File: src/rtl/call_ret_ctrl.sv
// Return-address stack controller: CALL/RET to push/pop strobes and next PC.
// Ports: clk, rst(n); call, ret, pc, target, stk_rdata in; push, pop,
// stk_wdata, next_pc, stall, depth, overflow, underflow, fault out.
module call_ret_ctrl #(
  parameter int AW    = 12,
  parameter int DEPTH = 8,
  localparam int DW   = $clog2(DEPTH) + 1
) (
  input  logic          clk,
  input  logic          rst,
  input  logic          call,
  input  logic          ret,
  input  logic [AW-1:0] pc,
  input  logic [AW-1:0] target,
  input  logic [AW-1:0] stk_rdata,
  output logic          push,
  output logic          pop,
  output logic [AW-1:0] stk_wdata,
  output logic [AW-1:0] next_pc,
  output logic          stall,
  output logic [DW-1:0] depth,
  output logic          overflow,
  output logic          underflow,
  output logic          fault
);

  typedef enum logic [1:0] {
    IDLE,
    RET_WAIT,
    FAULT
  } state_t;

  localparam logic [DW-1:0] FULL = DW'(DEPTH);

  state_t        state, state_d;
  logic [DW-1:0] depth_d;
  logic          ovf_d, unf_d;
  logic [AW-1:0] pc_inc;

  assign pc_inc    = pc + AW'(1);
  assign stk_wdata = pc_inc;

  always_ff @(posedge clk or negedge rst) begin
    if (!rst) begin
      state     <= IDLE;
      depth     <= '0;
      overflow  <= 1'b0;
      underflow <= 1'b0;
    end else begin
      state     <= state_d;
      depth     <= depth_d;
      overflow  <= ovf_d;
      underflow <= unf_d;
    end
  end

  // Outputs are gated by rst so reset looks idle even with call/ret high.
  always_comb begin
    state_d = state;
    depth_d = depth;
    ovf_d   = overflow;
    unf_d   = underflow;
    push    = 1'b0;
    pop     = 1'b0;
    stall   = 1'b0;
    fault   = 1'b0;
    next_pc = pc_inc;
    if (rst) begin
      unique case (state)
        IDLE: begin
          if (call) begin
            if (depth != FULL) begin
              push    = 1'b1;
              next_pc = target;
              depth_d = depth + DW'(1);
            end else begin
              stall   = 1'b1;
              next_pc = pc;
              ovf_d   = 1'b1;
              state_d = FAULT;
            end
          end else if (ret) begin
            stall   = 1'b1;
            next_pc = pc;
            if (depth != '0) begin
              pop     = 1'b1;
              depth_d = depth - DW'(1);
              state_d = RET_WAIT;
            end else begin
              unf_d   = 1'b1;
              state_d = FAULT;
            end
          end
        end
        // Popped entry is visible on the read port one cycle later.
        RET_WAIT: begin
          next_pc = stk_rdata;
          state_d = IDLE;
        end
        FAULT: begin
          stall   = 1'b1;
          fault   = 1'b1;
          next_pc = pc;
        end
        default: state_d = IDLE;
      endcase
    end
  end

endmodule

File: config.mk
export PLATFORM = sky130hd
export DESIGN_NAME = call_ret_ctrl
export DESIGN_NICKNAME = d
export VERILOG_FILES = /design/src/rtl/call_ret_ctrl.sv
export SDC_FILE = /design/constraint.sdc
export NUM_CORES = 1
export LEC_CHECK = 0
export CORE_ASPECT_RATIO = 1.4
export CORE_UTILIZATION = 38
export DETAILED_ROUTE_END_ITERATION = 7
export PLACE_DENSITY_LB_ADDON = 0.3
export SLEW_MARGIN = 15
export SYNTH_ARGS = -nofsm -noshare
export SYNTH_HDL_FRONTEND = slang
export SYNTH_SLANG_ARGS = --single-unit
File: constraint.sdc
create_clock -name clk -period 2.4 [get_ports clk]
set_clock_uncertainty 0.05 [all_clocks]
set_input_delay 0.48 -clock clk [delete_from_list [all_inputs] [get_ports clk]]
set_output_delay 0.48 -clock clk [all_outputs]
set_load 0.02 [all_outputs]
==> impl_metrics.json <==
{
  "outcome": "finished, violations left",
  "violations": "setup timing",
  "cts_root_buf": "clkbuf_8",
  "worstRegToRegCells": 8,
  "cts.sinks": 8,
  "clk-insertion-delay-late_ns": 0.23,
  "dp.cells": 335,
  "synth_seq_area_share": 0.1528,
  "grt_pass1_wl_mm": 9.190,
  "synth_area_um2": 1310,
  "cp-end-kind": "output port",
  "cts_tree": "built",
  "synth_area_per_cell_um2": 7.616,
  "dp_hpwl_mm": 4.344,
  "peakVddDrop_mv": 0.8147,
  "clockBufferDepth": 2,
  "cts_made_buffers": 3,
  "postLayoutSetupSlackWorst_ns": -0.09511,
  "drc_errors": 0,
  "mostFrequentLayoutCells": "buf_4 (74), clkdlybuf4s50_1 (34), dlygate4sd2_1 (15)",
  "final_core_util": 0.8489,
  "syn_nets": 216,
  "avgRoutedWirePerCell_um": 19.11,
  "dieArea_um2": 3689,
  "synthFlopType": "dfrtp_1",
  "worstPathArrival_ns": 1.97,
  "tightest_slew_ns": 0.3617,
  "p_leak_nw": 1.249,
  "ios": 74,
  "fp-row-count": 24,
  "place.gp.congestion": 0.9088,
  "wl_mm": 6.612,
  "async_reset_ff_frac": 1.000,
  "first_global_vias": 2000,
  "io_buffers": 73,
  "cts_hold_buf": 0,
  "p_per_area_nw_per_um2": 768.0,
  "ys_types": 53,
  "nets": 353,
  "worstSetupPathType": "reg2out",
  "ys_ff_latch": 8,
  "start_kind": "flip-flop",
  "vias_per_cell": 6.168,
  "clock.fmax_ghz": 0.4008,
  "hp-class": "in2async",
  "core_um2": 3213,
  "final_area_um2": 2728,
  "grt.overflow.total": 0,
  "start_util": 0.4077,
  "fin_cells": 346,
  "drt_first_pass_iters": 5,
  "layout-drive-gt1-share": 0.4072,
  "cp_max_fo": 4,
  "slew_viol_final": 0,
  "num_vias": 2134,
  "setup_viol": 11,
  "areaGrowthSynthToFinish_pct": 108.2,
  "drtIter0Drc": 128,
  "antenna_cells": 0,
  "period_share": 1.040,
  "syn-instance-count": 172,
  "grt_usage": 0.3230,
  "min_period_ns": 2.495,
  "max_cap_viol_count": 0,
  "final_common_cell": "buf_4",
  "rsz0062_at_grt": "yes",
  "hold_viol_final": 0,
  "max_slew_margin": 0.7583,
  "hold_slack_ns": 0.1533,
  "setup_tns_ns": -0.4567,
  "critPathRequiredTime_ns": 1.87,
  "dieHeight_um": 71.47,
  "synth_edf_count": 0,
  "die_w_um": 51.62,
  "grt_max_degree": 13,
  "ant_nets": 0,
  "h-tree-depth": 1,
  "yosysWarnings": 0,
  "placed_area_um2": 2507,
  "clk_pin_slew_worst_paths_ns": 0.04,
  "antenna_found_initial": 0
}
Yosys cell counts, drive strengths merged, types with 2 or more instances:
cell    instances  share of area
a21boi          2          0.011
a21oi          19          0.075
a221o           3          0.023
a22oi           2          0.011
a31oi           3          0.014
a41o            2          0.016
and3            2         0.0095
and4            3          0.020
buf            10          0.043
clkbuf          3         0.0086
dfrtp           8           0.15
ha              3          0.029
inv             5          0.014
mux2            2          0.017
nand2           7          0.020
nand2b          4          0.021
nand3           8          0.031
nand3b          6          0.034
nand4           3          0.014
nand4b          4          0.027
nor2           15          0.045
nor3            3          0.011
nor4            3          0.014
o211ai          2          0.011
o21a            3          0.017
o21ai           7          0.030
o221ai          4          0.027
o22a            4          0.027
o311a           4          0.031
xnor2          10          0.067
xor2            3          0.020
layout make-up:
cell class              count  area, um2
clock buffers               3      41.29
fillers                   194      485.5
inverters                   5      18.77
multi-input cells         146       1174
flip-flops and latches      8      201.4
well taps                  39      48.80
repair buffers            145       1244
registers in the layout (all words and copies together) (netlist names):
| register | cells |
|---|---|
| underflow | 1 |
| depth | 4 |
| state | 2 |
| overflow | 1 |
cells by family (layout without fill, tap and decap cells):
| kind of cell | count (synthesis) | after routing | share of synthesized area |
|---|---|---|---|
| simple gates | 61 | 61 | 0.2646 |
| buf+inv | 18 | 153 | 0.06590 |
| flops | 8 | 8 | 0.1528 |
| fa+ha+maj | 4 | 4 | 0.04394 |
| xor+xnor | 13 | 13 | 0.08692 |
| compound gates | 65 | 65 | 0.3610 |
| mux | 3 | 3 | 0.02483 |
worst max-delay path, stage by stage (launching register included):
cell and delay [ns]:
dfrtp_1 0.40, buf_6 0.14, o41a_1 0.50, a21oi_2 0.25, buf_4 0.16, a221o_1 0.16
buf_6 0.12
path summary, 6_finish.rpt:
check / from / slack, ns / to
max: depth[0] / -0.1 / next_pc[10]
min: rst / 0.15 / state[1]
max reg2reg: depth[0] / 0.28 / depth[2]
min reg2reg: underflow / 0.44 / underflow
max in group asynchronous: rst / 1.94 / depth[2]
min in group clk: underflow / 0.44 / underflow
per-stage QoR:
stage / setup WS, ns / total power [mW]
6_report: -0.09511 / 2.095
3_3_place_gp: -0.6318 / 1.644
2_1_floorplan: 0.05188 / 0.9728
3_5_place_dp: -0.6926 / 1.681
5_1_grt: -0.1112 / 2.186
4_1_cts: -0.06900 / 1.860
where the power goes:
group | internal (mW) | leakage, nW | switching [mW]
registers | 0.199 | 0.0963 | 0.0573
logic | 0.821 | 1.13 | 0.850
clock network | 0.109 | 0.0216 | 0.0582
total | 1.13 | 1.25 | 0.965
per-layer routing:
| layer | GRT usage | vias to the layer above | wire, um |
|---|---|---|---|
| li1 | - | 941 | - |
| met1 | 0.3542 | 1007 | 2411 |
| met2 | 0.6162 | 150 | 3468 |
| met3 | 0.02335 | 36 | 443 |
| met4 | 0.1291 | 0 | 288 |
| met5 | 0 | - | 0 |
repair_timing:
action                                  CTS  global route
gates resized for setup                 108            35
endpoints found under the setup margin   27            20
buffers inserted                          4             4
pin swaps                                10            15
No activity file was read; power rests on OpenSTA's default activity.
